File: src/rtl/red_pkg.sv
// Shared types and width helpers for the lane-reduction pipeline.
// The sideband bundle rides alongside each beat through every stage.
package red_pkg;

    typedef struct packed {
        logic vld;
        logic sgn;
        logic acc_en;
        logic acc_clr;
    } side_t;

    function automatic int tree_lvls(input int lanes);
        return $clog2(lanes);
    endfunction

    // Exact width of the full lane sum: lane adders add one bit, each tree level one more.
    function automatic int sum_w(input int lane_w, input int lanes);
        return lane_w + 1 + $clog2(lanes);
    endfunction

endpackage

File: src/rtl/red_tree_level.sv
// One registered pairwise-add level of the reduction tree (1 cycle), sign/zero-extending per beat.
// Holds all state while i_en is low so a downstream stall freezes the level.
module red_tree_level
    import red_pkg::*;
#(
    parameter int N_IN = 4,
    parameter int IN_W = 5
) (
    input  logic                             clk,
    input  logic                             rst_n,
    input  logic                             i_en,
    input  side_t                            i_side,
    input  logic [N_IN*IN_W-1:0]             i_dat,
    output side_t                            o_side,
    output logic [(N_IN/2)*(IN_W+1)-1:0]     o_dat
);
    localparam int N_OUT = N_IN / 2;
    localparam int OUT_W = IN_W + 1;

    logic [N_OUT*OUT_W-1:0] w_sum;
    side_t                  r_side;
    logic [N_OUT*OUT_W-1:0] r_dat;

    for (genvar j = 0; j < N_OUT; j++) begin : g_pair
        logic [IN_W-1:0] w_a;
        logic [IN_W-1:0] w_b;
        assign w_a = i_dat[(2*j)*IN_W +: IN_W];
        assign w_b = i_dat[(2*j+1)*IN_W +: IN_W];
        assign w_sum[j*OUT_W +: OUT_W] = {i_side.sgn & w_a[IN_W-1], w_a}
                                       + {i_side.sgn & w_b[IN_W-1], w_b};
    end

    always_ff @(posedge clk or negedge rst_n) begin
        if (!rst_n) begin
            r_side <= '0;
            r_dat  <= '0;
        end else if (i_en) begin
            r_side <= i_side;
            r_dat  <= w_sum;
        end
    end

    assign o_side = r_side;
    assign o_dat  = r_dat;

endmodule

File: src/rtl/reduction_pipe.sv
// Pipelined lane reduction of rs+rt with optional accumulate; latency 2+log2(LANES), 1 beat/cycle.
// Global stall: a held output freezes every stage and drops in_ready.
module reduction_pipe
    import red_pkg::*;
#(
    parameter int DATA_W = 16,
    parameter int LANE_W = 4
) (
    input  logic              clk,
    input  logic              rst_n,
    input  logic              in_valid,
    output logic              in_ready,
    input  logic [DATA_W-1:0] rs,
    input  logic [DATA_W-1:0] rt,
    input  logic              sgn,
    input  logic              acc_en,
    input  logic              acc_clr,
    output logic              out_valid,
    input  logic              out_ready,
    output logic [DATA_W-1:0] rd,
    output logic              ovf
);
    localparam int LANES     = DATA_W / LANE_W;
    localparam int TREE_LVLS = tree_lvls(LANES);
    localparam int SUM_W     = sum_w(LANE_W, LANES);
    localparam int S0_W      = LANE_W + 1;

    logic w_stall;
    logic w_adv;

    logic              r_out_vld;
    logic [DATA_W-1:0] r_rd;
    logic              r_ovf;
    logic [DATA_W-1:0] r_acc;

    assign w_stall   = r_out_vld & ~out_ready;
    assign w_adv     = ~w_stall;
    assign in_ready  = w_adv;
    assign out_valid = r_out_vld;
    assign rd        = r_rd;
    assign ovf       = r_ovf;

    side_t                 w_in_side;
    side_t                 r_s0_side;
    logic [LANES*S0_W-1:0] w_s0_sum;
    logic [LANES*S0_W-1:0] r_s0_dat;

    assign w_in_side = {in_valid, sgn, acc_en, acc_clr};

    for (genvar i = 0; i < LANES; i++) begin : g_lane
        logic [LANE_W-1:0] w_a;
        logic [LANE_W-1:0] w_b;
        assign w_a = rs[i*LANE_W +: LANE_W];
        assign w_b = rt[i*LANE_W +: LANE_W];
        assign w_s0_sum[i*S0_W +: S0_W] = {sgn & w_a[LANE_W-1], w_a}
                                        + {sgn & w_b[LANE_W-1], w_b};
    end

    always_ff @(posedge clk or negedge rst_n) begin
        if (!rst_n) begin
            r_s0_side <= '0;
            r_s0_dat  <= '0;
        end else if (w_adv) begin
            r_s0_side <= w_in_side;
            r_s0_dat  <= w_s0_sum;
        end
    end

    // Each level halves the value count and widens by one bit.
    for (genvar k = 0; k < TREE_LVLS; k++) begin : g_lvl
        localparam int N_IN = LANES >> k;
        localparam int IN_W = S0_W + k;
        side_t                             w_side_in;
        side_t                             w_side_out;
        logic [N_IN*IN_W-1:0]              w_in;
        logic [(N_IN/2)*(IN_W+1)-1:0]      w_out;

        if (k == 0) begin : g_first
            assign w_side_in = r_s0_side;
            assign w_in      = r_s0_dat;
        end else begin : g_next
            assign w_side_in = g_lvl[k-1].w_side_out;
            assign w_in      = g_lvl[k-1].w_out;
        end

        red_tree_level #(
            .N_IN (N_IN),
            .IN_W (IN_W)
        ) u_level (
            .clk    (clk),
            .rst_n  (rst_n),
            .i_en   (w_adv),
            .i_side (w_side_in),
            .i_dat  (w_in),
            .o_side (w_side_out),
            .o_dat  (w_out)
        );
    end

    side_t             w_fin_side;
    logic [SUM_W-1:0]  w_tree_sum;
    logic [DATA_W-1:0] w_ext;
    logic              w_trunc_ovf;

    assign w_fin_side = g_lvl[TREE_LVLS-1].w_side_out;
    assign w_tree_sum = g_lvl[TREE_LVLS-1].w_out;

    if (SUM_W < DATA_W) begin : g_sext
        assign w_ext       = {{(DATA_W-SUM_W){w_fin_side.sgn & w_tree_sum[SUM_W-1]}}, w_tree_sum};
        assign w_trunc_ovf = 1'b0;
    end else if (SUM_W == DATA_W) begin : g_exact
        assign w_ext       = w_tree_sum;
        assign w_trunc_ovf = 1'b0;
    end else begin : g_trunc
        // Dropped bits plus the kept MSB must all match for a lossless signed truncation.
        logic [SUM_W-DATA_W:0] w_top;
        assign w_top       = w_tree_sum[SUM_W-1:DATA_W-1];
        assign w_ext       = w_tree_sum[DATA_W-1:0];
        assign w_trunc_ovf = w_fin_side.sgn ? ~((&w_top) | ~(|w_top))
                                            : (|w_top[SUM_W-DATA_W:1]);
    end

    logic [DATA_W:0]   w_add;
    logic              w_add_ovf;
    logic [DATA_W-1:0] w_rd_nxt;
    logic              w_ovf_nxt;
    logic [DATA_W-1:0] w_acc_nxt;

    assign w_add     = {1'b0, r_acc} + {1'b0, w_ext};
    assign w_add_ovf = w_fin_side.sgn
                     ? ((r_acc[DATA_W-1] == w_ext[DATA_W-1]) && (w_add[DATA_W-1] != r_acc[DATA_W-1]))
                     : w_add[DATA_W];

    always_comb begin
        w_rd_nxt  = w_ext;
        w_ovf_nxt = w_trunc_ovf;
        w_acc_nxt = r_acc;
        if (w_fin_side.acc_en) begin
            if (!w_fin_side.acc_clr) begin
                w_rd_nxt  = w_add[DATA_W-1:0];
                w_ovf_nxt = w_trunc_ovf | w_add_ovf;
            end
            w_acc_nxt = w_rd_nxt;
        end else if (w_fin_side.acc_clr) begin
            w_acc_nxt = '0;
        end
    end

    // Bubbles advance the valid bit only; result and accumulator stay untouched.
    always_ff @(posedge clk or negedge rst_n) begin
        if (!rst_n) begin
            r_out_vld <= 1'b0;
            r_rd      <= '0;
            r_ovf     <= 1'b0;
            r_acc     <= '0;
        end else if (w_adv) begin
            r_out_vld <= w_fin_side.vld;
            if (w_fin_side.vld) begin
                r_rd  <= w_rd_nxt;
                r_ovf <= w_ovf_nxt;
                r_acc <= w_acc_nxt;
            end
        end
    end

endmodule
File: config.mk
export PLATFORM = sky130hd
export DESIGN_NAME = reduction_pipe
export DESIGN_NICKNAME = d
export VERILOG_FILES = /design/src/rtl/red_pkg.sv /design/src/rtl/red_tree_level.sv /design/src/rtl/reduction_pipe.sv
export SDC_FILE = /design/constraint.sdc
export NUM_CORES = 1
export LEC_CHECK = 0
export CORE_MARGIN = 2
export CORE_UTILIZATION = 35
export DETAILED_ROUTE_END_ITERATION = 10
export SETUP_SLACK_MARGIN = 0.15
export SLEW_MARGIN = 20
export SYNTH_ARGS = -nofsm -noshare
export SYNTH_HDL_FRONTEND = slang
export SYNTH_SLANG_ARGS = --single-unit
File: constraint.sdc
create_clock -name clk -period 6.6 [get_ports clk]
set_input_delay 1.32 -clock clk [delete_from_list [all_inputs] [get_ports clk]]
set_output_delay 1.32 -clock clk [all_outputs]
set_load 0.005 [all_outputs]
======== Word level (Yosys, flattened, before mapping) ========
Cells that the tools add are included.
cells by class
  equal/unequal tests ..................... 2
  reductions and logical operators ........ 4
  bitwise operators ....................... 18
  $add $sub $neg .......................... 8
  mux-type cells .......................... 7
operators by type and width
  operator                                   number
  16-bit 2-to-1 mux                          4
  5-bit adder                                4
  16-bit by 16-bit adder with 17-bit output  1
  1-bit AND                                  16
  6-bit adder                                2
  7-bit adder                                1
  1-bit 2-to-1 mux                           3
  3-bit AND reduction                        1
  1-bit NOT                                  2
  2-bit AND reduction                        1
  2-bit nonzero test                         1
  1-bit == test                              1
  1-bit logical AND                          1
  1-bit != test                              1
storage, ports and cells
  register bits after elaboration ......... 85
  output and inout bits ................... 19
  input bits .............................. 39
  word-level logic and storage cells ...... 58

======== Depth between registers and ports, before layout ========
Gate-level depths: netlist of the first run.
  depth in word-level cells ............... 7
  mapped depth ............................ 10
  gate-level depth less buffers ........... 10

======== Modules after synthesis ========
A second synthesis of the first run with hierarchy kept.
second synthesis, totals
  cells, all modules ...................... 574
  area, all modules ....................... 5547.8 µm²
by module, submodules not included
  module                              cells an instance  instances  area each (µm²)
  reduction_pipe                      439                1          3927.5
  red_tree_level at g_lvl[0].u_level  78                 1          967.2
  red_tree_level at g_lvl[1].u_level  57                 1          653.1

======== Worst setup path after synthesis of the first run ========
OpenSTA, ideal clock, no wires.
  kind .................................... input to output
  start point ............................. input out_ready
  end point ............................... output in_ready
  path buffers ............................ 2
  stages .................................. 4
  data arrival time ....................... 2.001 ns
  slack ................................... 3.279 ns
  path through ............................ nor2b_1 inv_1 clkbuf_1 buf_1
between the ends
  word-level cells in the longest chain between the ends .. 3
RTL lines
  element                     RTL line              RTL
  start, declared             reduction_pipe.sv:19  input logic out_ready,
  1-bit NOT                   reduction_pipe.sv:36  assign w_stall = r_out_vld & ~out_ready;
  1-bit AND                   reduction_pipe.sv:36
  1-bit NOT (no source line)  -
  end, declared               reduction_pipe.sv:12  output logic in_ready,
No other way between the ends.

======== Worst setup path after layout of the first run ========
  start point ............................. input out_ready
  end point ............................... register r_acc[14]
between the ends
  word-level cells in the longest chain between the ends .. 4
RTL lines
  element                               RTL line               RTL
  1-bit NOT                             reduction_pipe.sv:36
  1-bit AND                             reduction_pipe.sv:36
  1-bit NOT (no source line)            -
  3-bit AND reduction (no source line)  -
  end signal, assigned                  reduction_pipe.sv:161  r_acc <= w_acc_nxt;
  end, declared                         reduction_pipe.sv:34   logic [DATA_W-1:0] r_acc;
No other way between the ends.
A chain may end at the register's enable or synchronous reset.

==> results.cfg, run 1 <==
[outcome]
run_status = finished, final reports clean

[final_layout]
nNetsFinal = 759
syn_to_final_growth_pct = 19.90
share_of_cells_above_drive_strength_1 = 0.05232
fin_cells = 857
antennaDiodeCount = 0
post-route-util = 0.4277
postLayoutCellArea_mm2 = 0.006454
nFillCells = 1513

[sta]
max_clock_freq_mhz = 223.1
fin_skew_ns = 0.007072
timing_max_transition_violations_final = 0
min_period_ns = 4.483
finalSetupTns_ns = 0
finalSetupViolations = 0
number_of_endpoints_with_negative_hold_slack_in_the_final_report = 0
layout_worst_path_cycle_share = 0.6793
worst_rel_slew_slack = 0.4539
setup_repair_after_global_routing_missed_its_margin = false
worst_slew_pin_slew_ns = 0.8192

[die]
io_pins = 58
die_x_um = 128.0
dieArea_mm2 = 0.01639
core_region_area_mm2 = 0.01509
floorplan.initialDensity = 0.3567
rows = 45
die-height_um = 128.0

[route]
drc = 0
vias_per_cell = 5.118
wire_per_inst_um = 13.89
routed-via-count = 4386
postRouteWirelength_um = 11900
postRouteAntennaNets = 0
drt_pre_antenna_iters = 7
detail_route.iter0.violations = 267

[yosys]
synth.area.top_cells = dfrtp_1, ha_1, nand2_1, a21oi_1, nor2_1
synth.top_cells.by_count = nand2_1, dfrtp_1, nor2_1, a21oi_1, ha_1
post_synth_inst_count = 613
synth.distinct_cells = 50
synth-adder-area-share = 0.1413
main_combinational_cell_family_by_area_after_synthesis = compound AO/OA/AOI/OAI gates
synthArstFlopShare = 1.000
syn_avg_cell_area_um2 = 8.781
yosys_most_used_dff = dfrtp_1
yosys.area_share.xor_xnor = 0.06671
synth-warning-count = 0
synth_sequential_area_ratio = 0.3952
multiplexer_share_of_the_synthesized_area = 0.007903
synthSimpleGateAreaFrac = 0.1557
synth_compound_area_frac = 0.1906
syn-cell-area_mm2 = 0.005383
number_of_flops_mapped_to_enable_cells_by_yosys = 0
synth_fp_nets = 708
synthDominantAreaCellType = dfrtp_1
synth-seq-cells = 85
synth.most_common_cell = nand2_1
synth_top_area_share = 0.3952

[clock_network]
cts_hold_buffers = 0
root_buffer = clkbuf_16
post-cts-setup-buffer-count = 0
cts_buffer_count = 9
clock-sinks = 85
number_of_buffers_between_clock_root_and_the_deepest_sink = 2
cts_htree_levels = 3
clock_tree_from_tritoncts = yes
path_clk_slew_ns = 0.07
postCtsResizedCells = 0
worst_skew_pair.late_latency_ns = 0.34

[critical_path]
critical_path.max_fanout = 63
path_class = input pin to register
crit_required_ns = 6.83
cp_data_arrival_time_ns = 4.71
endpoint_kind = register
startpoint_type = input pin

[pwr]
leakage_nw = 3.046
report.power.total_mw = 3.298
vdd_ir_drop_max_uv = 186.8
power_density_mw_per_mm2 = 511.0

[place]
port_buffers = 57
globalplace.congestion = 0.8981
placement.cell_area_mm2 = 0.006140
dp.final_hpwl_um = 8748
dpl.cell_count = 841

[global_route]
number_of_global_route_vias_before_repair = 4334
globalRouteTotalUtil = 0.1557
grt_antenna_before_repair = 0
grt_overflow = 0
largest_net_degree_at_the_start_of_global_routing = 66
global_route_wire_length_before_repair_um = 20560

[flow_run]
timing.max_cap.violations = 0

[worst_hold_path]
worst_hold_path_type = register to register
[layout by cell type, fill, tap and decap left out, types with 4 or more instances in the layout]
cell type and n:
nand2_1 96, dfrtp_1 85, nor2_1 67, a21oi_1 63, clkdlybuf4s50_1 56, ha_1 48, inv_1 38, o21ai_0 32
xor2_1 23, a21o_1 20, xnor2_1 18, nand3_1 10, clkbuf_16 9, fa_1 8, nand2b_1 7, o21bai_1 7
a31oi_1 6, nor3_1 5, a211oi_1 5, buf_4 5, o21ai_1 4
[state kept, by name, indices dropped and copies added (netlist names)]
name	cells
g_lvl.w_in	20
g_lvl.u_level.o_dat	19
r_acc	16
rd	16
g_lvl.u_level.o_side	8
g_lvl.w_side_in	4
out_valid	1
ovf	1
[logic make-up (layout without fill, tap and decap cells)]
kind of cell / Yosys count / count (layout)
AOI/OAI and AO/OA: 165 / 165
xor gates and xnor gates: 41 / 41
adders and majority gates: 56 / 56
buffers and inverters: 61 / 117
DFF: 85 / 85
muxes: 4 / 4
and+or+nand+nor: 201 / 201
[worst max-delay path, cell delays in order]
cell and delay [ns]:
clkdlybuf4s50_1 0.47, nor2b_2 0.04, buf_4 0.23, inv_2 0.20, buf_4 0.51, nand2_1 0.49
nor2_1 0.68, o21ai_1 0.40, a31oi_1 0.25, a21oi_1 0.08
[layer usage]
metal  vias up  global-route usage  wire length, um
li1       2205                   -                -
met1      2064              0.2031             5445
met2       108              0.2586             5717
met3         9             0.02880              626
met4         0             0.05753              114
met5         -                   0                0
[per-stage QoR]
step                hold WS (ns)  worst slack [ns]
finish                    0.4715             2.117
global route              0.5072             1.872
CTS                       0.4701             2.143
detailed placement        0.4561             1.769
global placement          0.4514             1.984
floorplan                 0.4386             3.279
[report_power, final]
part	leakage [nW]	switching [mW]	internal (mW)
Clock	0.148	0.211	0.314
Combinational	1.89	0.983	0.816
Sequential	1.01	0.208	0.767
[cell type report]
| cell class | instances | area (um^2) | area share |
|---|---|---|---|
| multi-input cells | 467 | 3032 | 0.4698 |
| inverters | 40 | 150.1 | 0.02326 |
| clock inverters | 5 | 58.81 | 0.009112 |
| clock buffers | 11 | 252.7 | 0.03916 |
| flip-flops and latches | 85 | 2127 | 0.3296 |
| repair buffers | 61 | 598.1 | 0.09267 |
| well taps | 188 | 235.2 | 0.03645 |
[worst paths after layout]
check	start	end	slack, ns	depth (start not counted)
min	g_lvl[0].w_side_in[3]$_DFFE_PN0N_	g_lvl[0].w_side_in[3]$_DFFE_PN0N_	0.47	2
max in group asynchronous	rst_n	g_lvl[0].w_in[3]$_DFFE_PN0N_	4.64	2
min in group asynchronous	rst_n	rd[4]$_DFFE_PN0P_	0.85	1
max reg2reg	out_valid$_DFFE_PN0N_	r_acc[14]$_DFFE_PN0P_	3.08	9
min reg2reg	g_lvl[0].w_side_in[3]$_DFFE_PN0N_	g_lvl[0].w_side_in[3]$_DFFE_PN0N_	0.47	2
max	out_ready	r_acc[14]$_DFFE_PN0P_	2.12	10
Power figures use the tool's default switching activity.
==> run 2, diff against run 1 <==
- clock period: 6.6 -> 4.7 ns (I/O delays scaled with it)
==> results.cfg, run 2 (synthesized netlist as in run 1, its figures left out) <==
[outcome]
run_status = finished, final reports clean

[clock_network]
clock-sinks = 85
post-cts-setup-buffer-count = 0
cts_buffer_count = 9
root_buffer = clkbuf_16
path_clk_slew_ns = 0.06
number_of_buffers_between_clock_root_and_the_deepest_sink = 2
postCtsResizedCells = 0
clock_tree_from_tritoncts = yes
cts_htree_levels = 3
worst_skew_pair.late_latency_ns = 0.35
cts_hold_buffers = 0

[sta]
finalSetupTns_ns = 0
worst_rel_slew_slack = 0.5224
hold_ws_ns = 0.4684
min_period_ns = 3.327
fin_skew_ns = 0.004999
worst_slew_pin_slew_ns = 0.7116
finalSetupViolations = 0
setup_ws_ns = 1.373
setup_repair_after_global_routing_missed_its_margin = false
timing_max_transition_violations_final = 0
number_of_endpoints_with_negative_hold_slack_in_the_final_report = 0
max_clock_freq_mhz = 300.6
layout_worst_path_cycle_share = 0.7079

[route]
routed-via-count = 4392
postRouteAntennaNets = 0
vias_per_cell = 5.119
detail_route.iter0.violations = 239
drc = 0
postRouteWirelength_um = 12510
drt_pre_antenna_iters = 4
wire_per_inst_um = 14.58

[pwr]
leakage_nw = 3.061
power_density_mw_per_mm2 = 726.4
vdd_ir_drop_max_uv = 226.6
report.power.total_mw = 4.703

[place]
placement.cell_area_mm2 = 0.006147
dp.final_hpwl_um = 9163
globalplace.congestion = 0.8673
dpl.cell_count = 842
port_buffers = 57
dpl_worst_slack_ns = 1.230

[critical_path]
critical_path.most_common_cell = clkdlybuf4s50_1
startpoint_type = input pin
startpoint = out_ready
endpoint_kind = primary output
worstPathCellList = clkdlybuf4s50_1, nor2b_2, buf_4, inv_2, clkdlybuf4s50_1
critical_path.n_buffers_inverters = 4
crit_required_ns = 3.76
cp_data_arrival_time_ns = 2.39
crit_path_top_delay_cell = clkdlybuf4s50_1
critical_path.max_fanout = 32
critPathTopFamily = buffers and inverters
reg2reg_from = g_lvl[1].u_level.o_dat[6]$_DFFE_PN0N_
path_class = input pin to primary output
crit_path_max_incr_delay_ns = 0.48

[global_route]
grt_antenna_before_repair = 0
number_of_global_route_vias_before_repair = 4424
global_route_wire_length_before_repair_um = 21250
grt_overflow = 0
globalRouteTotalUtil = 0.1634
largest_net_degree_at_the_start_of_global_routing = 72

[worst_hold_path]
worst_hold_path_type = register to register
hold_path.startpoint = g_lvl[0].u_level.o_side[3]$_DFFE_PN0N_

[final_layout]
fin_cells = 858
nFillCells = 1497
post-route-util = 0.4291
most_common_cell_after_layout_fill_and_taps_aside = nand2_1
postLayoutCellArea_mm2 = 0.006475
mostFrequentLayoutCells = nand2_1, dfrtp_1, nor2_1
nNetsFinal = 760
max_ffs_per_register = 20
share_of_cells_above_drive_strength_1 = 0.05373
antennaDiodeCount = 0
syn_to_final_growth_pct = 20.29

[die]
dieArea_mm2 = 0.01639
rows = 45
floorplan.initialDensity = 0.3567
die_x_um = 128.0
die-height_um = 128.0
io_pins = 58
core_region_area_mm2 = 0.01509

[flow_run]
timing.max_cap.violations = 0
==> run 2: cell count changes in the layout (fill, tap and decap cells not counted), sizes merged <==
cell      delta
buf          +1
bufinv       +1
clkbuf       -1
clkinv       +1
clkinvlp     -1
==> run 2: layout make-up <==
type / instances / area (um^2) / area share
multi-input cells: 467 / 3032 / 0.4682
flip-flops and latches: 85 / 2127 / 0.3285
repair buffers: 62 / 605.6 / 0.09353
clock buffers: 10 / 239.0 / 0.03691
well taps: 188 / 235.2 / 0.03633
inverters: 40 / 150.1 / 0.02319
clock inverters: 6 / 86.33 / 0.01333
==> run 2: report_power, final <==
group / total [mW] / internal [mW] / switching [mW]
Sequential: 1.37 / 1.08 / 0.293
Clock: 0.783 / 0.479 / 0.304
Combinational: 2.55 / 1.15 / 1.40
Total: 4.70 / 2.71 / 1.99
==> run 2: worst min-delay path, stage by stage (launching register included) <==
cell	delay [ns]
dfrtp_1	0.34
nand2_1	0.05
nand2_1	0.04
==> run 2: routing by layer <==
| metal | GRT usage | share of wire |
|---|---|---|
| met5 | 0 | 0 |
| met4 | 0.06658 | 0.0093 |
| met3 | 0.02629 | 0.045 |
| met2 | 0.2822 | 0.49 |
| met1 | 0.2042 | 0.46 |
==> run 2: worst paths after layout <==
path,to,slack [ns],cells after the start
setup reg to reg,rd[13]$_DFFE_PN0P_,1.70,10
setup / recovery,in_ready,1.37,5
hold reg to reg,g_lvl[0].u_level.o_side[3]$_DFFE_PN0N_,0.47,2
max in group asynchronous,g_lvl[0].u_level.o_dat[0]$_DFFE_PN0N_,3.16,2
min in group asynchronous,rd[1]$_DFFE_PN0P_,0.62,1
hold / removal,g_lvl[0].u_level.o_side[3]$_DFFE_PN0N_,0.47,2
==> run 3, diff against run 2 <==
- clock period: 4.7 -> 3.1 ns (I/O delays scaled with it)
==> results.cfg, run 3 (synthesized netlist as in run 1, its figures left out) <==
[outcome]
run_status = finished, final reports clean

[die]
floorplan.initialDensity = 0.3567
io_pins = 58
dieArea_mm2 = 0.01639
die_x_um = 128.0
rows = 45
core_region_area_mm2 = 0.01509
die-height_um = 128.0

[place]
dpl_worst_slack_ns = 0.2119
globalplace.congestion = 0.9006
port_buffers = 57
dp.final_hpwl_um = 9065

[pwr]
leakage_nw = 3.100
power_density_mw_per_mm2 = 1084
vdd_ir_drop_max_uv = 418.6

[final_layout]
share_of_cells_above_drive_strength_1 = 0.07059
max_ffs_per_register = 20
nNetsFinal = 771
syn_to_final_growth_pct = 21.66
most_common_cell_after_layout_fill_and_taps_aside = nand2_1
antennaDiodeCount = 0
mostFrequentLayoutCells = nand2_1, dfrtp_1, nor2_1

[worst_hold_path]
worst_hold_path_type = input pin to async pin

[critical_path]
startpoint = g_lvl[1].u_level.o_dat[6]$_DFFE_PN0N_
critical_path.max_fanout = 6
crit_required_ns = 3.31
path_class = register to register
startpoint_type = register
r2r_setup_slack_ns = 0.24
reg2reg_from = g_lvl[1].u_level.o_dat[6]$_DFFE_PN0N_
cp_data_arrival_time_ns = 3.08
endpoint_kind = register

[sta]
number_of_endpoints_with_negative_hold_slack_in_the_final_report = 0
max_clock_freq_mhz = 349.1
finalSetupTns_ns = 0
worst_rel_slew_slack = 0.4887
fin_skew_ns = 0.005942
timing_max_transition_violations_final = 0
layout_worst_path_cycle_share = 0.9239
finalSetupViolations = 0
worst_slew_pin_slew_ns = 0.7619
setup_ws_ns = 0.2358
min_period_ns = 2.864
setup_repair_after_global_routing_missed_its_margin = true

[route]
drt_pre_antenna_iters = 4
routed-via-count = 4419
drc = 0
postRouteWirelength_um = 12230
postRouteAntennaNets = 0
detail_route.iter0.violations = 269
vias_per_cell = 5.091
wire_per_inst_um = 14.09

[clock_network]
root_buffer = clkbuf_16
worst_skew_pair.late_latency_ns = 0.35
clock_tree_from_tritoncts = yes
cts_buffer_count = 9
cts_htree_levels = 3
cts_hold_buffers = 0
number_of_buffers_between_clock_root_and_the_deepest_sink = 2
path_clk_slew_ns = 0.06
clock-sinks = 85

[global_route]
grt_overflow = 0
globalRouteTotalUtil = 0.1614
grt_antenna_before_repair = 0
number_of_global_route_vias_before_repair = 4427
global_route_wire_length_before_repair_um = 21020
largest_net_degree_at_the_start_of_global_routing = 55

[flow_run]
timing.max_cap.violations = 0
## run 3: cell types whose count changed in the layout (fill, tap and decap cells not counted), sizes merged
cell      before  now
clkinv         4    3
buf            6   17
bufinv         2    1
clkinvlp       1    2
## run 3: area by class of cell
type	count	area [um^2]
clock inverters	5	60.06
flip-flops and latches	85	2127
repair buffers	73	698.2
clock buffers	10	239.0
fillers	1515	8541
well taps	188	235.2
inverters	40	153.9
multi-input cells	467	3035
## run 3: per-stage QoR
stage	area, um^2	cells	hold slack [ns]	power [mW]	utilization
global placement	6205	848	0.4506	5.916	0.4112
CTS	6504	863	0.3545	7.106	0.4310
finish	6549	868	0.3222	7.101	0.4340
floorplan	5383	613	0.3244	4.824	-
detailed placement	6205	848	0.4553	5.969	0.4112
global route	6549	868	0.3890	7.831	0.4340
## run 3: worst paths after layout
| kind | to | depth (start not counted) |
|---|---|---|
| worst max register to register | r_acc[12]$_DFFE_PN0P_ | 11 |
| worst max-delay path | r_acc[12]$_DFFE_PN0P_ | 11 |
| max in group asynchronous | g_lvl[0].w_in[3]$_DFFE_PN0N_ | 2 |
| min in group clk | g_lvl[0].w_side_in[3]$_DFFE_PN0N_ | 2 |
| worst min-delay path | rd[0]$_DFFE_PN0P_ | 1 |
| worst min register to register | g_lvl[0].w_side_in[3]$_DFFE_PN0N_ | 2 |
## run 3: layer usage
layer  track usage  wire, um  vias up
met3       0.03881       545       16
met4       0.05495       229        0
li1              -         -     2229
met5             0         0        -
met1        0.2104      5843     2079
met2        0.2639      5613       95
## run 3: worst max-delay path, stage by stage (launching register included)
cell        delay (ns)
dfrtp_1           0.44
nand2_2           0.18
clkinvlp_4        0.18
buf_2             0.20
ha_1              0.39
o21ai_0           0.18
o21bai_1          0.35
nor3_1            0.10
a21oi_1           0.11
o21ai_0           0.09
a211oi_1          0.35
o21ai_0           0.16
## run 3: what timing repair did
| action | CTS | global route |
|---|---|---|
| setup endpoints to repair | 0 | 7 |
| resized for setup | 0 | 3 |
| buffers inserted | 0 | 5 |
| endpoints found under the hold margin | 0 | 0 |
## run 3: where the power goes
part	internal [mW]	switching, mW	total [mW]
Clock	0.644	0.448	1.09
Sequential	1.63	0.392	2.03
Combinational	1.82	2.16	3.98
Total	4.10	3.00	7.10
